$ cat config.mk
export PLATFORM = sky130hd
export DESIGN_NAME = freecell_engine
export DESIGN_NICKNAME = d
export VERILOG_FILES = /design/src/rtl/freecell_pkg.sv /design/src/rtl/freecell_column.sv /design/src/rtl/freecell_engine.sv
export SDC_FILE = /design/constraint.sdc
export NUM_CORES = 2
export LEC_CHECK = 0
export ABC_CLOCK_PERIOD_IN_PS = 6440
export CORE_MARGIN = 4
export CORE_UTILIZATION = 55
export CTS_BUF_LIST = sky130_fd_sc_hd__clkbuf_8
export DETAILED_ROUTE_END_ITERATION = 8
export PLACE_DENSITY = 0.8
export SETUP_SLACK_MARGIN = 0.05
export SLEW_MARGIN = 20
export SYNTH_ARGS = -nofsm -noshare
export SYNTH_HDL_FRONTEND = slang
export SYNTH_SLANG_ARGS = --single-unit
$ cat constraint.sdc
create_clock -name clk -period 6.44 [get_ports clk]
set_input_delay 1.61 -clock clk [delete_from_list [all_inputs] [get_ports clk]]
set_output_delay 1.61 -clock clk [all_outputs]
set_load 0.01 [all_outputs]
$ cat src/rtl/freecell_pkg.sv
// Shared types and constants for the FreeCell engine: card layout, suits,
// ranks, location encoding of move endpoints and the engine state machine.
package freecell_pkg;

  typedef struct packed {
    logic [1:0] suit;
    logic [3:0] rank;
  } card_t;

  localparam logic [1:0] SPADE   = 2'd0;
  localparam logic [1:0] CLUB    = 2'd1;
  localparam logic [1:0] HEART   = 2'd2;
  localparam logic [1:0] DIAMOND = 2'd3;

  localparam logic [3:0] ACE   = 4'd1;
  localparam logic [3:0] KING  = 4'd13;

  localparam card_t EMPTY_CARD = card_t'(6'b000000);

  // Location encoding: 0ccc = column, 10ff = free cell, 11xx = home.
  localparam logic       LOC_COL  = 1'b0;
  localparam logic [1:0] LOC_FREE = 2'b10;
  localparam logic [1:0] LOC_HOME = 2'b11;

  typedef enum logic [2:0] {
    LOAD   = 3'd0,
    PLAY   = 3'd1,
    CHECK  = 3'd2,
    COMMIT = 3'd3,
    WON    = 3'd4
  } state_t;

  // Red suits (hearts, diamonds) have the upper suit bit set.
  function automatic logic card_red(input card_t c);
    return c.suit[1];
  endfunction

endpackage

$ cat src/rtl/freecell_column.sv
// One tableau column: a fixed array plus height counter. Cards never shift;
// the top card is entry[height-1]. Push on a full column and pop on an
// empty column are ignored.
module freecell_column
  import freecell_pkg::*;
#(
  parameter int COL_DEPTH = 20
) (
  input  logic                           clk,
  input  logic                           rst,
  input  logic                           push,
  input  card_t                          push_card,
  input  logic                           pop,
  output card_t                          top,
  output logic [$clog2(COL_DEPTH+1)-1:0] height,
  output logic                           full,
  output logic                           empty
);

  localparam int HGT_W = $clog2(COL_DEPTH + 1);
  localparam int IDX_W = $clog2(COL_DEPTH);

  card_t            mem_q [COL_DEPTH];
  card_t            mem_d [COL_DEPTH];
  logic [HGT_W-1:0] height_q;
  logic [HGT_W-1:0] height_d;
  logic [IDX_W-1:0] wr_idx_s;
  logic [IDX_W-1:0] rd_idx_s;

  assign full     = (height_q == HGT_W'(COL_DEPTH));
  assign empty    = (height_q == '0);
  assign wr_idx_s = height_q[IDX_W-1:0];
  assign rd_idx_s = wr_idx_s - IDX_W'(1);
  assign top      = empty ? EMPTY_CARD : mem_q[rd_idx_s];
  assign height   = height_q;

  // Next-state of the stack: write above the top on push, shrink on pop.
  always_comb begin
    mem_d    = mem_q;
    height_d = height_q;
    if (push && !full) begin
      mem_d[wr_idx_s] = push_card;
      height_d        = height_q + HGT_W'(1);
    end else if (pop && !empty) begin
      height_d = height_q - HGT_W'(1);
    end else begin
      height_d = height_q;
    end
  end

  // Stack registers with synchronous reset to an empty column.
  always_ff @(posedge clk) begin
    if (rst) begin
      height_q <= '0;
      mem_q    <= '{default: EMPTY_CARD};
    end else begin
      height_q <= height_d;
      mem_q    <= mem_d;
    end
  end

endmodule

$ cat src/rtl/freecell_engine.sv
// FreeCell engine: deal loading, one move per handshake (accept, CHECK,
// COMMIT), legality reporting, saturating move counter and sticky win.
module freecell_engine
  import freecell_pkg::*;
#(
  parameter int NUM_COLS  = 8,
  parameter int NUM_FREE  = 4,
  parameter int COL_DEPTH = 20,
  parameter int CNT_W     = 16
) (
  input  logic             clk,
  input  logic             rst,
  input  logic             load_valid,
  input  logic [2:0]       load_col,
  input  logic [5:0]       load_card,
  input  logic             load_done,
  input  logic             move_valid,
  output logic             move_ready,
  input  logic [3:0]       source,
  input  logic [3:0]       dest,
  output logic             move_done,
  output logic             illegal,
  output logic             win,
  output logic [CNT_W-1:0] move_count
);

  localparam int               HGT_W      = $clog2(COL_DEPTH + 1);
  localparam logic [HGT_W-1:0] HGT_FULL   = HGT_W'(COL_DEPTH);
  localparam logic [3:0]       NUM_COLS_V = 4'(NUM_COLS);
  localparam logic [2:0]       NUM_FREE_V = 3'(NUM_FREE);

  state_t           state_q, state_d;
  logic [3:0]       src_q, src_d, dst_q, dst_d;
  card_t            src_card_q, src_card_d;
  logic             legal_q, legal_d;
  card_t            free_q [4];
  card_t            free_d [4];
  logic [3:0]       home_q [4];
  logic [3:0]       home_d [4];
  logic             move_ready_q, move_ready_d;
  logic             move_done_q, move_done_d;
  logic             illegal_q, illegal_d;
  logic             win_q, win_d;
  logic [CNT_W-1:0] move_count_q, move_count_d;

  // Column array is padded to the full 3-bit index range; unused slots read
  // as empty and full so any column number can be decoded safely.
  logic             col_push_s  [8];
  logic             col_pop_s   [8];
  card_t            col_top_s   [8];
  logic [HGT_W-1:0] col_hgt_s   [8];
  logic             col_full_s  [8];
  logic             col_empty_s [8];
  card_t            push_card_s;

  card_t            chk_src_card_s;
  card_t            chk_dst_top_s;
  logic             chk_dst_ok_s;
  logic             chk_legal_s;

  for (genvar c = 0; c < 8; c++) begin : g_col
    if (c < NUM_COLS) begin : g_real
      freecell_column #(
        .COL_DEPTH(COL_DEPTH)
      ) u_col (
        .clk      (clk),
        .rst      (rst),
        .push     (col_push_s[c]),
        .push_card(push_card_s),
        .pop      (col_pop_s[c]),
        .top      (col_top_s[c]),
        .height   (col_hgt_s[c]),
        .full     (col_full_s[c]),
        .empty    (col_empty_s[c])
      );
    end else begin : g_none
      assign col_top_s[c]   = EMPTY_CARD;
      assign col_hgt_s[c]   = HGT_FULL;
      assign col_full_s[c]  = 1'b1;
      assign col_empty_s[c] = 1'b1;
    end
  end

  // Legality of the latched move, evaluated from the current storage.
  always_comb begin
    chk_src_card_s = EMPTY_CARD;
    chk_dst_top_s  = EMPTY_CARD;
    chk_dst_ok_s   = 1'b0;
    if (src_q[3] == LOC_COL) begin
      if ({1'b0, src_q[2:0]} < NUM_COLS_V) begin
        chk_src_card_s = col_top_s[src_q[2:0]];
      end else begin
        chk_src_card_s = EMPTY_CARD;
      end
    end else if (src_q[3:2] == LOC_FREE) begin
      if ({1'b0, src_q[1:0]} < NUM_FREE_V) begin
        chk_src_card_s = free_q[src_q[1:0]];
      end else begin
        chk_src_card_s = EMPTY_CARD;
      end
    end else begin
      chk_src_card_s = EMPTY_CARD;
    end

    if (dst_q[3] == LOC_COL) begin
      chk_dst_top_s = col_top_s[dst_q[2:0]];
      if (({1'b0, dst_q[2:0]} < NUM_COLS_V) && (col_hgt_s[dst_q[2:0]] != HGT_FULL)) begin
        chk_dst_ok_s = col_empty_s[dst_q[2:0]] ||
                       ((chk_dst_top_s.rank == chk_src_card_s.rank + 4'd1) &&
                        (card_red(chk_dst_top_s) != card_red(chk_src_card_s)));
      end else begin
        chk_dst_ok_s = 1'b0;
      end
    end else if (dst_q[3:2] == LOC_FREE) begin
      if ({1'b0, dst_q[1:0]} < NUM_FREE_V) begin
        chk_dst_ok_s = (free_q[dst_q[1:0]] == EMPTY_CARD);
      end else begin
        chk_dst_ok_s = 1'b0;
      end
    end else begin
      chk_dst_ok_s = (home_q[chk_src_card_s.suit] == chk_src_card_s.rank - 4'd1);
    end

    chk_legal_s = (chk_src_card_s != EMPTY_CARD) && (src_q != dst_q) && chk_dst_ok_s;
  end

  // Engine sequencing: loading, move accept, check, commit and win.
  always_comb begin
    state_d      = state_q;
    src_d        = src_q;
    dst_d        = dst_q;
    src_card_d   = src_card_q;
    legal_d      = legal_q;
    free_d       = free_q;
    home_d       = home_q;
    move_done_d  = 1'b0;
    illegal_d    = illegal_q;
    win_d        = win_q;
    move_count_d = move_count_q;
    col_push_s   = '{default: 1'b0};
    col_pop_s    = '{default: 1'b0};
    push_card_s  = EMPTY_CARD;

    case (state_q)
      LOAD: begin
        if (load_valid) begin
          if (({1'b0, load_col} < NUM_COLS_V) && !col_full_s[load_col]) begin
            col_push_s[load_col] = 1'b1;
            push_card_s          = card_t'(load_card);
            illegal_d            = 1'b0;
          end else begin
            illegal_d = 1'b1;
          end
        end else begin
          illegal_d = illegal_q;
        end
        if (load_done) begin
          state_d = PLAY;
        end else begin
          state_d = LOAD;
        end
      end
      PLAY: begin
        if (move_valid && move_ready_q) begin
          src_d   = source;
          dst_d   = dest;
          state_d = CHECK;
        end else begin
          state_d = PLAY;
        end
      end
      CHECK: begin
        legal_d    = chk_legal_s;
        src_card_d = chk_src_card_s;
        state_d    = COMMIT;
      end
      COMMIT: begin
        move_done_d = 1'b1;
        illegal_d   = ~legal_q;
        state_d     = PLAY;
        if (legal_q) begin
          if (src_q[3] == LOC_COL) begin
            col_pop_s[src_q[2:0]] = 1'b1;
          end else begin
            free_d[src_q[1:0]] = EMPTY_CARD;
          end
          if (dst_q[3] == LOC_COL) begin
            col_push_s[dst_q[2:0]] = 1'b1;
            push_card_s            = src_card_q;
          end else if (dst_q[3:2] == LOC_FREE) begin
            free_d[dst_q[1:0]] = src_card_q;
          end else begin
            home_d[src_card_q.suit] = home_q[src_card_q.suit] + 4'd1;
          end
          if (move_count_q != {CNT_W{1'b1}}) begin
            move_count_d = move_count_q + CNT_W'(1);
          end else begin
            move_count_d = move_count_q;
          end
          if ((home_d[0] == KING) && (home_d[1] == KING) &&
              (home_d[2] == KING) && (home_d[3] == KING)) begin
            win_d   = 1'b1;
            state_d = WON;
          end else begin
            state_d = PLAY;
          end
        end else begin
          state_d = PLAY;
        end
      end
      WON: begin
        state_d = WON;
      end
      default: begin
        state_d = LOAD;
      end
    endcase

    move_ready_d = (state_d == PLAY);
  end

  // Engine registers; reset aborts any in-flight move without committing.
  always_ff @(posedge clk) begin
    if (rst) begin
      state_q      <= LOAD;
      src_q        <= 4'd0;
      dst_q        <= 4'd0;
      src_card_q   <= EMPTY_CARD;
      legal_q      <= 1'b0;
      free_q       <= '{default: EMPTY_CARD};
      home_q       <= '{default: 4'd0};
      move_ready_q <= 1'b0;
      move_done_q  <= 1'b0;
      illegal_q    <= 1'b0;
      win_q        <= 1'b0;
      move_count_q <= '0;
    end else begin
      state_q      <= state_d;
      src_q        <= src_d;
      dst_q        <= dst_d;
      src_card_q   <= src_card_d;
      legal_q      <= legal_d;
      free_q       <= free_d;
      home_q       <= home_d;
      move_ready_q <= move_ready_d;
      move_done_q  <= move_done_d;
      illegal_q    <= illegal_d;
      win_q        <= win_d;
      move_count_q <= move_count_d;
    end
  end

  assign move_ready = move_ready_q;
  assign move_done  = move_done_q;
  assign illegal    = illegal_q;
  assign win        = win_q;
  assign move_count = move_count_q;

endmodule

Yosys cells after proc, flatten, opt, wreduce, memory -nomap -nowiden
Index checks and enable logic that the tools add are counted.

storage, ports and cells
  register bits = 1078
  output and inout port bits = 20
  logic and storage cells = 688

operators by class
  $add $sub $neg = 20
  $lt $le $gt $ge = 37
  equal/unequal tests = 26
  multiplexer cells = 149
  bitwise operators = 26
  reduce and logical (&&, ||, !) cells = 79

operator list
  kind                                                                  number
  120-bit bitwise mux                                                   8
  6-bit 2-to-1 mux                                                      48
  6-bit binary-select mux with 5-bit select                             8
  6-bit demux with 5-bit select                                         8
  24-bit 2-to-1 mux                                                     5
  6-bit greater-or-equal comparator, second input constant              16
  5-bit NOT with 6-bit output                                           16
  5-bit 2-to-1 mux                                                      18
  16-bit 2-to-1 mux                                                     4
  8-bit 2-to-1 mux                                                      7
  6-bit by 1-bit < comparator with 1-bit output, second input constant  8
  5-bit by 1-bit adder with 5-bit output, second input constant         8
  5-bit equality test, second input constant                            8
  5-bit logical NOT                                                     8
  5-bit by 1-bit subtractor with 5-bit output, second input constant    8
  1-bit logical AND                                                     37
  6-bit binary-select mux with 3-bit select                             2
  24-bit bitwise AND                                                    1
  6-bit binary-select mux with 2-bit select                             2
  24-bit bitwise mux                                                    1
  6-bit demux with 2-bit select                                         2
  24-bit NOT                                                            1
  4-bit 2-to-1 mux                                                      5
  2-bit nonzero test                                                    9
  41 further kinds                                                      99

Depth between registers and ports, before layout
  word-level depth = 18
  gate-level depth with buffers = 21
  depth with buffers taken out = 15

By module
Synthesis repeated with hierarchy kept, for this count alone.

second synthesis, totals
  cell total of the unflattened synthesis = 6172
  area, all modules = 54109.4 µm²

by module, submodules not included
  module                                       instances  cells an instance  area each (µm²)  seq. area each (µm²)
  freecell_column (g_col[4].g_real.u_col ...)  4          705                6135.9           2502.4
  freecell_column (g_col[0].g_real.u_col ...)  4          698                6100.9           2502.4
  freecell_engine                              1          560                5162.5           1561.5

Worst setup path before layout
Ideal clock, no wire load.

  kind = register -> register
  from = register g_col[4].g_real.u_col.height_q[0]
  to = register legal_q
  library setup time = 0.123 ns
  arrival time = 4.732 ns
  required time = 6.317 ns
  slack = 1.586 ns
  cell stages (with the launch flop) = 21
  path buffers = 7
  cell sequence = dfxtp_1 > buf_2 > buf_4 > buf_2 > buf_4 > inv_1 > ha_1 > clkbuf_1 > clkbuf_1 > buf_1 > mux4_2 > mux2_2 > a222oi_1 > nor3_1 > o31a_1 > a221oi_1 > xnor2_1 > o21ai_0 > a31o_1 > a31oi_1 > a211oi_2

between the ends
  word-level cells in the longest chain between the ends = 18
  elaborated cells on any way between the ends = 38
  classes of those cells = add/sub (3); eq/ne (4); mux (23); bitwise (2); reduce/logical (6)

ends and longest elaborated chain
  item                                                                                                  RTL line                source
  start, declared                                                                                       freecell_column.sv:25   logic [HGT_W-1:0] height_q;
  start signal, assigned                                                                                freecell_column.sv:57   height_q <= height_d;
  parallel branches: the longest is 17 deep, another holds 5-bit by 1-bit subtractor with 5-bit output  -
  1-bit logical AND *                                                                                   freecell_engine.sv:124  chk_legal_s = (chk_src_card_s != EMPTY_CARD) && (src_q != dst_q) && chk_dst_ok_s;
  end signal, assigned                                                                                  freecell_engine.sv:242  legal_q <= legal_d;
  end, declared                                                                                         freecell_engine.sv:35   logic legal_q, legal_d;

Every way passes the cells marked *. The select of a mux whose other input is x is not followed.
A chain may end at the register's enable or synchronous reset.

Final worst setup path
  from = register g_col[2].g_real.u_col.height_q[1]
  to = register legal_q

between the ends
  word-level cells in the longest chain between the ends = 18
  elaborated cells on any way between the ends = 38
  classes of those cells = add/sub (3); eq/ne (4); mux (23); bitwise (2); reduce/logical (6)

ends and longest elaborated chain
  item                                                                                                  RTL line
  start, declared                                                                                       freecell_column.sv:25
  start signal, assigned                                                                                freecell_column.sv:57
  parallel branches: the longest is 17 deep, another holds 5-bit by 1-bit subtractor with 5-bit output  -
  1-bit logical AND *                                                                                   freecell_engine.sv:124

Marked as above.

==> impl_metrics.toml <==
[finish]
multi_input_area_mm2 = 0.0259
fillerInstances = 7394
final_cell_mix = "nor2_1 (1289), dfxtp_1 (1069), a211oi_1 (956)"
layout.nets = 5160
regArea_mm2 = 0.0216
postLayoutCoreUtil_pct = 60.4
areaGrowthSynthToFinish_pct = 9.19
final_cells = 6412
drive_above_1_share_pct = 13.1
final_common_cell = "nor2_1"

[placed_design]
numPortBuffers = 41
hpwlAfterDp_mm = 85.2
dp.cells = 6094
gp_congestion = 0.972

[sta]
fin_crit_sh_pct = 82.7
max_slew_margin_pct = 29.3
whs_ns = 0.458
period_minus_slack_ns = 5.33
fin_setup_tns_ns = 0
rsz0062_at_grt = "no"
finalMaxSlewViolations = 0
hold_viol_final = 0
fmax_mhz = 188
skew_ns = 0.0703
worst_slew_pin_slew_ns = 1.05
setup-violations-final = 0

[synth]
syn_area_mm2 = 0.0497
yosys.area_share.simple_pct = 16.1
syn_inst = 5308
ys_async_sr_fraction_pct = 0
ys.flop_type = "dfxtp_1"
synth-adder-area-share_pct = 1.13
synth.area.mux_share_pct = 13.9
ys_seq_elements = 1078
synth_top_family_by_area = "compound AO/OA/AOI/OAI gates"
synth-edff-count = 0
yosysWarnings = 0
synth-xor-area-share_pct = 1.38
syn_nets = 5375
avgSynthCellArea_um2 = 9.37
yosysSeqAreaShare_pct = 43.4
synth_compound_area_share_pct = 19.4
ys_types = 88

[setup_path]
required_ns = 7.20
critPathLaunchType = "register"
cp.arrival_ns = 6.09
reg2reg_from = "g_col[2].g_real.u_col.height[1]"
critPathLaunch = "g_col[2].g_real.u_col.height[1]"
crit_type = "reg2reg"
cp-end-kind = "register"
critPathMaxFanout = 13

[clocking]
clk_latency_ns = 0.87
clk_pin_slew_worst_paths_ns = 0.07
cts_resized = 0
clock_path_buffers = 3
clockRootBuffer = "clkbuf_8"
cts_tree = "built"
cts_setup_buffers = 0
numClockSinks = 1078
cts_buffers = 173
ctsHoldBuffers = 0
htreeDepth = 4

[pwr]
p_seq_share_pct = 49.5
powerDensity_mw_per_mm2 = 250
power.net_switching_w = 0.00324
peakVddDrop_v = 0.000214
p_comb_share_pct = 4.1
pwr-share-clk_pct = 46.4
leakage_nw = 17.2
internal_power_w = 0.0103
p_sw_share_pct = 23.9

[die]
core-area_mm2 = 0.0899
die_w_um = 309
io_pins = 42
initial_core_util_pct = 55.3
rows = 110
die_h_um = 309
die_area_mm2 = 0.0953

[route]
vias_per_cell = 6.28
top_layer = "met4"
wire_per_inst_um = 20.6
drtPass1Iterations = 5
via_count = 40300
routed_wl_mm = 132
ant_nets = 0
wl_met1_mm = 56.2
drt_iter0_markers = 3954
wl_met2_mm = 60.7
wl_met3_mm = 10.6
drc = 0

[job]
maxCapViolCount = 0

[worst_hold_path]
hp-class = "reg2reg"
hp-start = "win"

[global_routing]
antenna_found_initial = 6
gr-usage-all-layers_pct = 27.5
grt_overflow_total = 0
first_global_vias = 38500
grt_max_degree = 197
grt_pass1_wl_mm = 213

[outcome]
status = "complete, no violations"
-- through the flow --
step / area, um^2 / power [W] / setup slack, ns
after floorplan: 49700 / 0.00723 / 1.59
after global placement: 50500 / 0.00739 / 0.814
after detailed placement: 50500 / 0.00740 / 0.735
after CTS: 54300 / 0.0136 / 1.12
after global routing: 54300 / 0.0140 / 0.782
final: 54300 / 0.0136 / 1.11
-- power by group through the flow --
stage	combinational, W	clock [W]	sequential (W)
2_1_floorplan	0.000387	0	0.00684
3_3_place_gp	0.000542	0	0.00685
3_5_place_dp	0.000545	0	0.00685
4_1_cts	0.000547	0.00639	0.00670
5_1_grt	0.000589	0.00671	0.00670
6_report	0.000558	0.00629	0.00671
-- area by class of cell --
cell class,instances,share of cell area [%]
diodes,3,0.0138
clock buffers,212,5.37
clock inverters,103,1.54
inverters,45,0.311
multi-input cells,3646,47.7
flip-flops and latches,1078,39.8
well taps,1176,2.71
repair buffers,149,2.60
-- sequential cells by signal, indices dropped and copies added (netlist names), 3 cells and up --
register,count
home_q,16
g_col.g_real.u_col.height,40
dst_q,4
state_q,3
free_q,24
src_card_q,6
src_q,4
move_count,16
g_col.g_real.u_col.mem_q,960
-- cell families after synthesis --
family                     after synthesis
and+or+nand+nor                       1862
DFF                                   1078
muxes                                  345
xor gates and xnor gates                76
adders and majority gates               45
AOI/OAI and AO/OA                     1318
buffers and inverters                  584
-- worst max-delay path, stage by stage (launching register included) --
cell      delay [ns]
dfxtp_1         0.55
inv_1           0.14
ha_1            0.35
xor2_2          0.85
mux4_2          0.65
mux4_2          0.51
a21oi_1         0.45
mux4_2          0.37
nand2b_1        0.06
a31o_2          0.26
ha_1            0.33
xor2_1          0.18
o41ai_2         0.23
a31oi_1         0.16
a211oi_2        0.17
-- cells in the mapped netlist, types with 36 or more instances --
library cell	n	share of area, %
nor2b_1	44	0.55
mux2i_1	63	1.3
a211oi_1	956	14
buf_2	38	0.38
nor3_1	62	0.62
a22oi_1	36	0.54
inv_1	42	0.32
nor2_1	1289	9.7
nand3_1	54	0.54
nand2_1	170	1.3
dfxtp_1	1078	43
xnor2_1	49	0.86
o21ai_0	54	0.54
clkbuf_1	465	3.5
a21oi_1	97	0.98
mux4_2	252	11
ha_1	45	1.1
-- final timing paths --
kind | endpoint | slack (ns) | cells after the start
max | legal_q | 1.11 | 14
min | win | 0.46 | 2
max reg2reg | legal_q | 1.11 | 14
min reg2reg | win | 0.46 | 2
-- layer usage --
metal | vias to the layer above | GRT usage (%)
met5 | - | 0
met2 | 1505 | 43.0
li1 | 19100 | -
met1 | 19300 | 37.9
met4 | 0 | 10.8
met3 | 335 | 5.26
No activity file was read; power rests on OpenSTA's default activity.
